<file path="config.mk">
export PLATFORM = sky130hd
export DESIGN_NAME = fetch_unit_flat
export DESIGN_NICKNAME = d
export VERILOG_FILES = /design/src/rtl/riscv_pkg.sv /design/src/rtl/fetch_unit_if.sv /design/src/rtl/fetch_queue.sv /design/src/rtl/fetch_unit.sv /design/src/flat_wrapper.sv
export SDC_FILE = /design/constraint.sdc
export NUM_CORES = 1
export LEC_CHECK = 0
export CORE_ASPECT_RATIO = 1.1
export CORE_UTILIZATION = 59
export CTS_CLUSTER_SIZE = 24
export DETAILED_ROUTE_END_ITERATION = 10
export PLACE_DENSITY = 0.85
export SLEW_MARGIN = 20
export SYNTH_ARGS = -nofsm -noshare
export SYNTH_HDL_FRONTEND = slang
export SYNTH_SLANG_ARGS = --single-unit
</file>
<file path="constraint.sdc">
create_clock -name clk -period 7.99 [get_ports clk]
set_clock_uncertainty 0.1 [all_clocks]
set_input_delay 1.1985 -clock clk [delete_from_list [all_inputs] [get_ports clk]]
set_output_delay 1.1985 -clock clk [all_outputs]
set_load 0.01 [all_outputs]
</file>
<file path="src/rtl/riscv_pkg.sv">
// Shared defaults and helpers for the RISC-V front end.
package riscv_pkg;

  localparam int unsigned DEFAULT_ADDR_WIDTH  = 32;
  localparam int unsigned DEFAULT_INSTR_WIDTH = 32;
  localparam logic [31:0] DEFAULT_RESET_PC    = 32'h0000_0000;
  localparam int unsigned PC_STEP             = DEFAULT_INSTR_WIDTH / 8;
  // Bubble encoding (addi x0,x0,0) used when IF/ID is flushed.
  localparam logic [31:0] NOP_INSTR           = 32'h0000_0013;

  typedef enum logic [1:0] {
    RSP_NONE,
    RSP_FILL,
    RSP_DROP
  } rspAction_e;

  // Bits needed to hold the values 0..maxVal inclusive.
  function automatic int unsigned countWidth(input int unsigned maxVal);
    return $clog2(maxVal + 1);
  endfunction

endpackage

</file>
<file path="src/rtl/fetch_unit_if.sv">
// Instruction-memory request/response and IF/ID handshake bundle.
interface fetch_unit_if #(
  parameter int unsigned ADDR_WIDTH  = 32,
  parameter int unsigned INSTR_WIDTH = 32
);

  logic                   imem_req_valid;
  logic                   imem_req_ready;
  logic [ADDR_WIDTH-1:0]  imem_req_addr;
  logic                   imem_rsp_valid;
  logic [INSTR_WIDTH-1:0] imem_rsp_data;
  logic                   if_valid;
  logic                   if_ready;
  logic [INSTR_WIDTH-1:0] if_instr;
  logic [ADDR_WIDTH-1:0]  if_pc;

  modport master (
    output imem_req_valid, imem_req_addr, if_valid, if_instr, if_pc,
    input  imem_req_ready, imem_rsp_valid, imem_rsp_data, if_ready
  );

  modport slave (
    input  imem_req_valid, imem_req_addr, if_valid, if_instr, if_pc,
    output imem_req_ready, imem_rsp_valid, imem_rsp_data, if_ready
  );

endinterface

</file>
<file path="src/rtl/fetch_queue.sv">
// Circular fetch queue: slots are allocated with their PC at issue and
// filled in order as responses return; the head is presented once filled.
module fetch_queue
  import riscv_pkg::*;
#(
  parameter int unsigned ADDR_WIDTH  = 32,
  parameter int unsigned INSTR_WIDTH = 32,
  parameter int unsigned DEPTH       = 4
) (
  input  logic                              clk,
  input  logic                              rst,
  input  logic                              flush,
  input  logic                              allocValid,
  input  logic [ADDR_WIDTH-1:0]             allocPc,
  input  logic                              fillValid,
  input  logic [INSTR_WIDTH-1:0]            fillData,
  input  logic                              popValid,
  output logic                              headValid,
  output logic [ADDR_WIDTH-1:0]             headPc,
  output logic [INSTR_WIDTH-1:0]            headInstr,
  output logic [countWidth(DEPTH)-1:0]      occupancy
);

  localparam int unsigned PTR_W = $clog2(DEPTH);
  localparam int unsigned OCC_W = countWidth(DEPTH);

  logic [ADDR_WIDTH-1:0]  pcMem   [DEPTH];
  logic [INSTR_WIDTH-1:0] dataMem [DEPTH];
  logic [DEPTH-1:0]       filled;
  logic [PTR_W-1:0]       headPtr;
  logic [PTR_W-1:0]       tailPtr;
  logic [PTR_W-1:0]       fillPtr;
  logic [OCC_W-1:0]       occCnt;

  always_ff @(posedge clk) begin
    if (allocValid) pcMem[tailPtr]   <= allocPc;
    if (fillValid)  dataMem[fillPtr] <= fillData;
  end

  // fillPtr trails tailPtr and marks the oldest allocated-but-unfilled slot.
  always_ff @(posedge clk) begin
    if (rst || flush) begin
      headPtr <= '0;
      tailPtr <= '0;
      fillPtr <= '0;
      occCnt  <= '0;
      filled  <= '0;
    end else begin
      if (allocValid) begin
        filled[tailPtr] <= 1'b0;
        tailPtr         <= tailPtr + PTR_W'(1);
      end
      if (fillValid) begin
        filled[fillPtr] <= 1'b1;
        fillPtr         <= fillPtr + PTR_W'(1);
      end
      if (popValid) headPtr <= headPtr + PTR_W'(1);
      occCnt <= occCnt + OCC_W'(allocValid) - OCC_W'(popValid);
    end
  end

  always_comb begin
    headValid = (occCnt != '0) && filled[headPtr];
    headPc    = pcMem[headPtr];
    headInstr = dataMem[headPtr];
    occupancy = occCnt;
  end

  occupancyBound: assert property (@(posedge clk) disable iff (rst)
    occCnt <= OCC_W'(DEPTH));

endmodule

</file>
<file path="src/rtl/fetch_unit.sv">
// Fetch front end: owns the fetch PC, issues in-order memory requests,
// and discards responses that belong to requests made before a redirect.
module fetch_unit
  import riscv_pkg::*;
#(
  parameter int unsigned           ADDR_WIDTH      = DEFAULT_ADDR_WIDTH,
  parameter int unsigned           INSTR_WIDTH     = DEFAULT_INSTR_WIDTH,
  parameter int unsigned           FQ_DEPTH        = 4,
  parameter int unsigned           MAX_OUTSTANDING = 2 * FQ_DEPTH,
  parameter logic [ADDR_WIDTH-1:0] RESET_PC        = ADDR_WIDTH'(DEFAULT_RESET_PC)
) (
  input  logic                  clk,
  input  logic                  rst,
  input  logic                  redirect_valid,
  input  logic [ADDR_WIDTH-1:0] redirect_pc,
  fetch_unit_if.master          bus
);

  localparam int unsigned           CNT_W   = countWidth(MAX_OUTSTANDING);
  localparam int unsigned           OCC_W   = countWidth(FQ_DEPTH);
  localparam logic [ADDR_WIDTH-1:0] STEP    = ADDR_WIDTH'(INSTR_WIDTH / 8);
  localparam logic [CNT_W-1:0]      MAX_OUT = CNT_W'(MAX_OUTSTANDING);
  localparam logic [OCC_W-1:0]      DEPTH   = OCC_W'(FQ_DEPTH);

  logic [ADDR_WIDTH-1:0]  fetchPc;
  logic [CNT_W-1:0]       outstanding;
  logic [CNT_W-1:0]       dropCnt;
  logic [OCC_W-1:0]       occupancy;
  logic                   reqValid;
  logic                   reqFire;
  logic                   rspFire;
  logic                   pop;
  logic                   headValid;
  logic [ADDR_WIDTH-1:0]  headPc;
  logic [INSTR_WIDTH-1:0] headInstr;
  rspAction_e             rspAction;

  always_comb begin
    reqValid  = !rst && !redirect_valid && (occupancy < DEPTH) && (outstanding < MAX_OUT);
    reqFire   = reqValid && bus.imem_req_ready;
    rspFire   = bus.imem_rsp_valid;
    rspAction = RSP_NONE;
    if (rspFire) rspAction = (redirect_valid || dropCnt != '0) ? RSP_DROP : RSP_FILL;
    pop       = headValid && !rst && bus.if_ready && !redirect_valid;
  end

  always_ff @(posedge clk) begin
    if (rst) begin
      fetchPc     <= RESET_PC;
      outstanding <= '0;
      dropCnt     <= '0;
    end else if (redirect_valid) begin
      // A response landing in the redirect cycle is dropped on the spot,
      // so only the remaining in-flight requests are left to discard.
      fetchPc     <= redirect_pc;
      outstanding <= outstanding - CNT_W'(rspFire);
      dropCnt     <= outstanding - CNT_W'(rspFire);
    end else begin
      if (reqFire) fetchPc <= fetchPc + STEP;
      outstanding <= outstanding + CNT_W'(reqFire) - CNT_W'(rspFire);
      if (rspAction == RSP_DROP) dropCnt <= dropCnt - CNT_W'(1);
    end
  end

  fetch_queue #(
    .ADDR_WIDTH (ADDR_WIDTH),
    .INSTR_WIDTH(INSTR_WIDTH),
    .DEPTH      (FQ_DEPTH)
  ) queue (
    .clk       (clk),
    .rst       (rst),
    .flush     (redirect_valid),
    .allocValid(reqFire),
    .allocPc   (fetchPc),
    .fillValid (rspAction == RSP_FILL),
    .fillData  (bus.imem_rsp_data),
    .popValid  (pop),
    .headValid (headValid),
    .headPc    (headPc),
    .headInstr (headInstr),
    .occupancy (occupancy)
  );

  assign bus.imem_req_valid = reqValid;
  assign bus.imem_req_addr  = fetchPc;
  assign bus.if_valid       = headValid && !rst;
  assign bus.if_instr       = headInstr;
  assign bus.if_pc          = headPc;

  noOrphanResponse: assert property (@(posedge clk) disable iff (rst)
    !(bus.imem_rsp_valid && outstanding == '0));

endmodule

</file>
<file path="src/flat_wrapper.sv">
// flat-port wrapper written by rule: the top's interface ports become plain ports
module fetch_unit_flat import riscv_pkg::*;
#(
  parameter int unsigned           ADDR_WIDTH      = DEFAULT_ADDR_WIDTH,
  parameter int unsigned           INSTR_WIDTH     = DEFAULT_INSTR_WIDTH,
  parameter int unsigned           FQ_DEPTH        = 4,
  parameter int unsigned           MAX_OUTSTANDING = 2 * FQ_DEPTH,
  parameter logic [ADDR_WIDTH-1:0] RESET_PC        = ADDR_WIDTH'(DEFAULT_RESET_PC)
)
  (clk, rst, redirect_valid, redirect_pc, bus_imem_req_valid, bus_imem_req_addr, bus_if_valid, bus_if_instr, bus_if_pc, bus_imem_req_ready, bus_imem_rsp_valid, bus_imem_rsp_data, bus_if_ready);
  fetch_unit_if #(.ADDR_WIDTH(ADDR_WIDTH), .INSTR_WIDTH(INSTR_WIDTH)) bus_i ();
  input  logic clk;
  input  logic rst;
  input  logic redirect_valid;
  input  logic [ADDR_WIDTH-1:0] redirect_pc;
  output wire logic [$bits(bus_i.imem_req_valid)-1:0] bus_imem_req_valid;
  output wire logic [$bits(bus_i.imem_req_addr)-1:0] bus_imem_req_addr;
  output wire logic [$bits(bus_i.if_valid)-1:0] bus_if_valid;
  output wire logic [$bits(bus_i.if_instr)-1:0] bus_if_instr;
  output wire logic [$bits(bus_i.if_pc)-1:0] bus_if_pc;
  input wire logic [$bits(bus_i.imem_req_ready)-1:0] bus_imem_req_ready;
  input wire logic [$bits(bus_i.imem_rsp_valid)-1:0] bus_imem_rsp_valid;
  input wire logic [$bits(bus_i.imem_rsp_data)-1:0] bus_imem_rsp_data;
  input wire logic [$bits(bus_i.if_ready)-1:0] bus_if_ready;
  assign bus_imem_req_valid = bus_i.imem_req_valid;
  assign bus_imem_req_addr = bus_i.imem_req_addr;
  assign bus_if_valid = bus_i.if_valid;
  assign bus_if_instr = bus_i.if_instr;
  assign bus_if_pc = bus_i.if_pc;
  assign bus_i.imem_req_ready = bus_imem_req_ready;
  assign bus_i.imem_rsp_valid = bus_imem_rsp_valid;
  assign bus_i.imem_rsp_data = bus_imem_rsp_data;
  assign bus_i.if_ready = bus_if_ready;
  fetch_unit #(.ADDR_WIDTH(ADDR_WIDTH), .INSTR_WIDTH(INSTR_WIDTH), .FQ_DEPTH(FQ_DEPTH), .MAX_OUTSTANDING(MAX_OUTSTANDING), .RESET_PC(RESET_PC)) u_core (.clk(clk), .rst(rst), .redirect_valid(redirect_valid), .redirect_pc(redirect_pc), .bus(bus_i));
endmodule
</file>
; ---- Word level (Yosys, flattened, before mapping)
; Memories as Yosys holds them, arrays and structs flattened. A register that Yosys moved wholly into a read port is not among the register bits.
; Cells that the tools add are included.
[word_totals]
input_bits = 70
elab_cells = 74
romBits = 0
output_inout_bits = 98
latch_bits = 0
regBits = 53
ramBits = 256
mem_count = 2
[op_classes]
multipliers = 0
addsub = 10
div = 0
n_bitwise = 3
n_mux = 24
n_eq_ne = 2
n_reduce_logical = 18
order_cmp = 7
shift = 0
[memory_table]
columns = memory, words, word_bits, rd, rd_ports_with_merged_regs, write_ports, line
row1 = u_core.queue.dataMem, 4, 32, 1, 1, 1, fetch_queue.sv:28  ; logic [INSTR_WIDTH-1:0] dataMem [DEPTH];
row2 = u_core.queue.pcMem, 4, 32, 1, 1, 1, fetch_queue.sv:27  ; logic [ADDR_WIDTH-1:0] pcMem [DEPTH];
[op_table]
columns = op, n
row1 = 32-bit 2-to-1 mux, 2
row2 = "32-bit by 3-bit adder with 32-bit output, second input constant", 1
row3 = 4-bit 2-to-1 mux, 6
row4 = 2-bit 2-to-1 mux, 6
row5 = 1-bit logical AND, 10
row6 = "2-bit by 3-bit < comparator with 1-bit output, second input constant", 3
row7 = 4-bit by 1-bit subtractor with 4-bit output, 2
row8 = 1-bit 2-to-1 mux, 7
row9 = "2-bit by 1-bit adder with 2-bit output, second input constant", 3
row10 = 4-bit by 1-bit adder with 4-bit output, 1
row11 = 4-bit AND, 1
row12 = 1-bit demux with 2-bit select, 2
row13 = "2-bit by 1-bit greater-or-equal comparator with 1-bit output, second input constant", 2
row14 = "4-bit < comparator, second input constant", 1
row15 = 4-bit NOT, 1
row16 = 4-bit OR, 1
row17 = 2-bit nonzero test, 2
row18 = 4-bit nonzero test, 1
row19 = "4-bit by 1-bit subtractor with 4-bit output, second input constant", 1
row20 = 3-bit by 1-bit adder with 3-bit output, 1
row21 = "3-bit < comparator, second input constant", 1
row22 = 3-bit nonzero test, 1
row23 = 3-bit by 1-bit subtractor with 3-bit output, 1
row24 = 1-bit binary-select mux with 2-bit select, 1
row25 = other kinds (4), 6

; ---- Depth between registers and ports, before layout
; Gate-level depths: netlist of the first run.
[logic_depth]
depth_word = 10
depth_mapped = 9
ltp_nobuf = 9

; ---- Hierarchy
; Synthesis of the first run repeated with hierarchy kept, for this count alone.
[unflattened]
hier_cells = 719
area_unflattened_um2 = 12577.1
[by_module_without_submodules]
columns = module, cells_per_inst, area_each_um2, instances
row1 = fetch_queue, 409, 10084.7, 1
row2 = fetch_unit, 310, 2492.4, 1

; ---- Least setup slack after synthesis of the first run
; No wires, ideal clock.
[synth_timing]
kind = input-to-reg
from = input bus_imem_req_ready
to = memory u_core.queue.pcMem[0][0], enable pin
path_stages = 4
setup_ps = 387
required_time_ps = 7503
n_path_buf = 1
arrival_time_ps = 2862
path_slack_ps = 4642
cell_sequence = nor3b_1 clkbuf_1 nand3_1 inv_1
[synth_via]
elab_chain_cells = 3
[synth_lines]
columns = item, line
row1 = from (decl), flat_wrapper.sv:21  ; input wire logic [$bits(bus_i.imem_req_ready)-1:0] bus_imem_req_ready;
row2 = 1-bit logical AND, fetch_unit.sv:40  ; reqFire = reqValid && bus.imem_req_ready;
row3 = 1-bit 2-to-1 mux, fetch_queue.sv:36  ; if (allocValid) pcMem[tailPtr] <= allocPc;
row4 = 1-bit 2-to-1 mux (implied by the code), fetch_queue.sv:36
row5 = to (decl), fetch_queue.sv:27
; No other way between the ends.

; ---- Worst setup path in the final report of the first run
[layout_timing]
from = input rst
to = output bus_imem_req_valid
[layout_via]
elab_chain_cells = 4
[layout_lines]
columns = item, line
row1 = from (decl), flat_wrapper.sv:13  ; input logic rst;
row2 = 1-bit logical NOT, fetch_unit.sv:39  ; reqValid = !rst && !redirect_valid && (occupancy < DEPTH) && (outstanding < MAX_OUT);
row3 = 1-bit logical AND (3 in series), fetch_unit.sv:39
row4 = to (decl), flat_wrapper.sv:16  ; output wire logic [$bits(bus_i.imem_req_valid)-1:0] bus_imem_req_valid;
; No other way between the ends.

==> results.py, run 1 <==
metrics = {
    "drt": {
        "wirelength_um": 26300,
        "first_iter_violations": 722,
        "viasPerCell": 6.17,
        "vias": 7244,
        "avgRoutedWirePerCell_um": 22.4,
        "final_antenna_net_count": 0,
        "dr.pass1.iters": 5,
        "drc": 0,
    },
    "power": {
        "pwr_density_cell_mw_per_mm2": 224,
        "ir_drop_v": 0.000206,
        "p_leak_nw": 4.94,
        "total_power_w": 0.00343,
    },
    "status": {
        "outcome": "finished clean",
    },
    "clock_tree": {
        "post_cts_buffers": 0,
        "clk_pin_slew_ns": 0.07,
        "clock-sinks": 311,
        "cts_buffers": 29,
        "clk_latency_ns": 0.54,
        "postCtsHoldBufs": 0,
        "cts_tree": "built",
        "h-tree-depth": 1,
        "ctsResizeCount": 0,
        "clk_path_buf_depth": 3,
        "ctsRootBufferMaster": "clkbuf_16",
    },
    "grt": {
        "grt_overflow": 0,
        "grt_antenna_before_repair": 0,
        "top_usage_layer": "met2",
        "grt_pass1_wl_um": 40700,
        "grtUsageMet2_pct": 40.8,
        "grt_max_degree": 55,
        "use_met3_pct": 3.64,
        "grt_pass1_vias": 7261,
        "grtUsageTotal_pct": 24.9,
        "grt_use_met1_pct": 34.9,
    },
    "worst_setup_path": {
        "critPathArrivalTime_ns": 3.16,
        "path_class": "primary input to output pin",
        "required_ns": 6.69,
        "start_kind": "primary input",
        "crit_slowest_cell": "clkdlybuf4s50_1",
        "timing.critical_path.mode_cell": "clkdlybuf4s50_1",
        "worst-path-buf-inv": 3,
        "slowest_delay_ns": 0.57,
        "cp_top_family": "buffers and inverters",
        "cp_cell_sequence": "clkdlybuf4s50_1 > buf_4 > or2_2 > nor3_1 > clkdlybuf4s50_1",
        "endpoint_kind": "output pin",
        "path_max_fanout": 38,
    },
    "sta": {
        "maxSlewHeadroom_pct": 34.5,
        "finalHoldWorstSlack_ns": 0.404,
        "tightest_slew_ns": 0.983,
        "rsz0062_at_grt": "no",
        "period_needed_ns": 4.46,
        "fin_setup_tns_ns": 0,
        "hold_violations": 0,
        "finalSetupViolCount": 0,
        "fin_crit_sh_pct": 55.8,
        "fmax_mhz": 224,
        "timing.final.max_slew_violations": 0,
    },
    "final_layout": {
        "antenna_cells": 0,
        "final_nets": 987,
        "final_util_pct": 74.3,
        "drive_gt1_share_pct": 14.3,
        "area_growth_pct": 23.2,
        "final-instance-count-excl-fill": 1174,
        "layout_common_cells": "edfxtp_1, clkdlybuf4s50_1, mux4_2",
        "final_common_cell": "edfxtp_1",
    },
    "synthesis": {
        "syn_area_per_cell_um2": 17.2,
        "syn-cell-area_mm2": 0.0124,
        "netlist_instances": 722,
        "ys_ff_latch": 311,
        "syn_nets": 813,
        "synth_ff_type": "edfxtp_1",
        "synth_edf_count": 256,
        "postSynth.asyncResetShare_pct": 0,
        "ys_types": 53,
        "synth-seq-area-share_pct": 70.8,
        "synth-warning-count": 0,
    },
    "floorplan": {
        "ios": 168,
        "fp.dieW_um": 140,
        "design.die.area_mm2": 0.0216,
        "num_rows": 55,
        "core_mm2": 0.0206,
        "start_util_pct": 60.3,
        "die-height_um": 154,
    },
    "placed_design": {
        "place_congestion": 0.809,
        "dp.cells": 1121,
        "place_hpwl_um": 16000,
        "io_buffers": 167,
    },
    "min_path": {
        "hp-class": "flop to flop",
    },
    "flow_run": {
        "drv_cap": 0,
    },
}
==> worst min-delay path, cell delays in order (launching register included) <==
cell     delay (ns)
dfxtp_1        0.32
a22oi_1        0.06
nor2_1         0.08
==> cell families (layout without fill, tap and decap cells) <==
logic type      after synthesis  count (layout)  share of synthesized area [%]
mux                          70              70                           12.2
simple gates                160             160                           6.98
flops                       311             311                           70.8
buf+inv                      67             263                           2.06
fa+ha+maj                    21              21                           2.24
xor+xnor                     18              18                           1.27
compound gates               75              75                           4.47
==> path summary, 6_finish.rpt <==
path	slack, ns	depth (start not counted)	to	from
min reg2reg	0.40	2	u_core.queue.filled[3]	u_core.queue.filled[3]
max reg2reg	4.74	6	u_core.queue.dataMem[2][29]	u_core.dropCnt[0]
min	0.40	2	u_core.queue.filled[3]	u_core.queue.filled[3]
max	3.53	5	bus_imem_req_valid	rst
==> cells in the mapped netlist, types with 5 or more instances <==
cell | number | area share (%)
nand2_1 | 28 | 0.85
and4_1 | 6 | 0.42
buf_1 | 10 | 0.30
clkbuf_1 | 25 | 0.76
mux4_2 | 65 | 12
o31ai_1 | 7 | 0.42
or4_1 | 11 | 0.67
or3_1 | 7 | 0.35
nor3b_1 | 5 | 0.30
inv_1 | 29 | 0.88
xnor2_1 | 14 | 0.99
nor4_1 | 7 | 0.35
nor2_1 | 38 | 1.1
nor3_1 | 6 | 0.24
nand4_1 | 11 | 0.55
nand3_1 | 17 | 0.69
a311oi_1 | 10 | 0.71
o21ai_0 | 6 | 0.24
and2_1 | 9 | 0.45
dfxtp_1 | 55 | 8.9
a211oi_1 | 13 | 0.79
mux2i_1 | 5 | 0.40
edfxtp_1 | 256 | 62
a21oi_1 | 13 | 0.52
ha_1 | 19 | 1.9
==> per-stage QoR <==
stage	setup slack [ns]	instance area [µm²]
after floorplan	4.64	12400
after global routing	3.34	15300
after global placement	3.57	14400
after detailed placement	3.55	14400
after CTS	3.45	15300
final	3.53	15300
==> per-layer routing <==
layer	vias up	share of wire [%]
met1	3620	41
met5	-	0
met2	331	49
li1	3242	-
met3	51	7.7
met4	0	2.5
==> state kept, by name, indices dropped and copies added (netlist names), named ones only <==
register                  count
u_core.queue.dataMem        128
u_core.queue.pcMem          128
u_core.bus.imem_req_addr     32
u_core.dropCnt                4
u_core.outstanding            4
u_core.queue.filled           4
u_core.queue.occupancy        3
u_core.queue.fillPtr          2
u_core.queue.headPtr          2
u_core.queue.tailPtr          2
==> report_power, final <==
part | switching, W | internal, W | leakage (nW)
sequential | 0.0000470 | 0.00180 | 2.79
combinational | 0.000124 | 0.000135 | 1.71
clock | 0.000563 | 0.000759 | 0.442
total | 0.000734 | 0.00269 | 4.94
==> cell type report <==
class                      count  area, µm²
timing repair buffer         181       1780
sequential                   311       8790
tap                          256        320
multi-input combinational    344       3380
fill                        1165       5280
clock inverter                20        171
clock buffer                  33        741
inverter                      29        109
No activity file was read; power rests on OpenSTA's default activity.
==> run 2, diff against run 1 <==
- CORE_UTILIZATION: 59 -> 55
- PLACE_DENSITY: 0.85 -> 0.8
- clock period: 7.99 -> 4.28 ns (I/O delays scaled with it)
==> run 2 against run 1 <==
Non-clock buffer count rose by 4. Setup slack got worse by 2.5 ns. Die area rose by 7.2%. Critical path depth down 2. Wire length about the same. Total power up 89%. Highest routed layer unchanged. Register-to-register slack worse by 3.4 ns. Clock power increased by 92%. Combinational power increased by 89%.
==> results.py, run 2 (same netlist as run 1, synthesis figures left out) <==
metrics = {
    "status": {
        "outcome": "finished clean",
    },
    "power": {
        "p_leak_nw": 4.99,
        "internal_power_w": 0.00506,
        "power_switching_w": 0.00141,
        "ir_drop_v": 0.000323,
        "seqPwrFrac_pct": 53.3,
        "power_frac_clock_pct": 39.2,
        "pwr_density_cell_mw_per_mm2": 419,
        "swShare_pct": 21.7,
        "combPwrFrac_pct": 7.6,
    },
    "sta": {
        "timing.final.max_slew_violations": 0,
        "finalSetupViolCount": 0,
        "fin_crit_sh_pct": 75.7,
        "fin_setup_tns_ns": 0,
        "maxSlewHeadroom_pct": 40.7,
        "fmax_mhz": 309,
        "finalHoldWorstSlack_ns": 0.393,
        "fin_ws_ns": 1.04,
        "period_needed_ns": 3.24,
        "hold_violations": 0,
        "tightest_slew_ns": 0.877,
        "rsz0062_at_grt": "no",
    },
    "grt": {
        "top_usage_layer": "met2",
        "grtUsageTotal_pct": 23.4,
        "grt_max_degree": 65,
        "grt_pass1_vias": 7283,
        "grt_use_met1_pct": 32.1,
        "grt_pass1_wl_um": 41500,
        "grt_overflow": 0,
        "grt_antenna_before_repair": 0,
        "grtUsageMet2_pct": 39.2,
        "use_met3_pct": 3.64,
    },
    "floorplan": {
        "core_mm2": 0.0221,
        "design.die.area_mm2": 0.0232,
        "num_rows": 57,
        "ios": 168,
        "die-height_um": 160,
        "start_util_pct": 56.1,
        "fp.dieW_um": 145,
    },
    "drt": {
        "wirelength_um": 26300,
        "avgRoutedWirePerCell_um": 21.5,
        "first_iter_violations": 557,
        "drc": 0,
        "viasPerCell": 5.88,
        "vias": 7180,
        "final_antenna_net_count": 0,
        "dr.pass1.iters": 6,
    },
    "clock_tree": {
        "post_cts_buffers": 0,
        "ctsResizeCount": 0,
        "clock-sinks": 311,
        "clk_path_buf_depth": 3,
        "clk_pin_slew_ns": 0.06,
        "cts_buffers": 30,
        "postCtsHoldBufs": 0,
        "ctsRootBufferMaster": "clkbuf_16",
        "cts_tree": "built",
        "clk_latency_ns": 0.56,
        "h-tree-depth": 1,
    },
    "placed_design": {
        "dp.cells": 1164,
        "place_hpwl_um": 16300,
        "io_buffers": 167,
        "place_congestion": 0.814,
        "pre_cts_slack_ns": 0.838,
    },
    "worst_setup_path": {
        "path_max_fanout": 64,
        "worstReg2RegStart": "u_core.queue.headPtr[0]",
        "critPathArrivalTime_ns": 2.50,
        "path_class": "flop to output pin",
        "required_ns": 3.54,
        "start_kind": "flop",
        "endpoint_kind": "output pin",
    },
    "final_layout": {
        "final-instance-count-excl-fill": 1221,
        "area_growth_pct": 24.4,
        "drive_gt1_share_pct": 15.2,
        "fill_cells": 1481,
        "layout_common_cells": "edfxtp_1, clkdlybuf4s50_1, mux4_2",
        "final_common_cell": "edfxtp_1",
        "final_nets": 992,
    },
    "min_path": {
        "min-delay-start": "u_core.queue.tailPtr[1]",
        "hp-class": "flop to flop",
    },
    "flow_run": {
        "drv_cap": 0,
    },
}
run 2: changes by cell type in the layout (fill, tap and decap cells not counted), moves of 2 or more:
cell / before / now
buf_12: 0 / 2
clkinv_1: 10 / 4
clkinvlp_4: 1 / 3
buf_4: 14 / 16
clkinv_2: 4 / 7
clkbuf_8: 0 / 2
clkbuf_1: 4 / 6
run 2: power groups by stage:
stage / sequential, W / clock (W) / combinational [W]
2_1_floorplan: 0.00349 / 0 / 0.000236
3_3_place_gp: 0.00350 / 0 / 0.000478
3_5_place_dp: 0.00351 / 0 / 0.000486
4_1_cts: 0.00344 / 0.00257 / 0.000491
5_1_grt: 0.00345 / 0.00268 / 0.000530
6_report: 0.00344 / 0.00253 / 0.000489
run 2: critical path, cell delays in order, from the launching register on:
cell and delay, ns:
dfxtp_4 0.35, buf_12 0.43, mux4_2 0.62, clkdlybuf4s50_1 0.50
run 2: path summary, 6_finish.rpt:
check | end | slack [ns] | depth (start not counted)
setup / recovery | bus_if_instr[21] | 1.04 | 3
hold / removal | u_core.queue.tailPtr[1] | 0.39 | 2
setup reg to reg | u_core.queue.occupancy[2] | 1.31 | 9
hold reg to reg | u_core.queue.tailPtr[1] | 0.39 | 2
run 2: metrics by stage:
step	cell area [µm²]	power (W)	util, %
2_1_floorplan	12400	0.00372	-
5_1_grt	15400	0.00667	69.8
6_report	15400	0.00647	69.8
3_5_place_dp	14500	0.00399	65.5
4_1_cts	15400	0.00651	69.8
3_3_place_gp	14500	0.00398	65.5
run 2: cell type report:
cell class / count / area [µm²] / area share, %
inverters: 29 / 109 / 0.705
clock inverters: 18 / 158 / 1.02
well taps: 295 / 369 / 2.39
flip-flops and latches: 311 / 8800 / 57.0
diodes: 1 / 2.50 / 0.0162
multi-input cells: 344 / 3370 / 21.9
clock buffers: 38 / 801 / 5.19
repair buffers: 185 / 1830 / 11.9
run 2: metal layers:
layer / wire length (µm) / vias up / share of wire, %
met2: 13100 / 291 / 50
met3: 1740 / 36 / 6.6
met5: 0 / - / 0
met1: 10900 / 3607 / 42
li1: - / 3246 / -
met4: 493 / 0 / 1.9
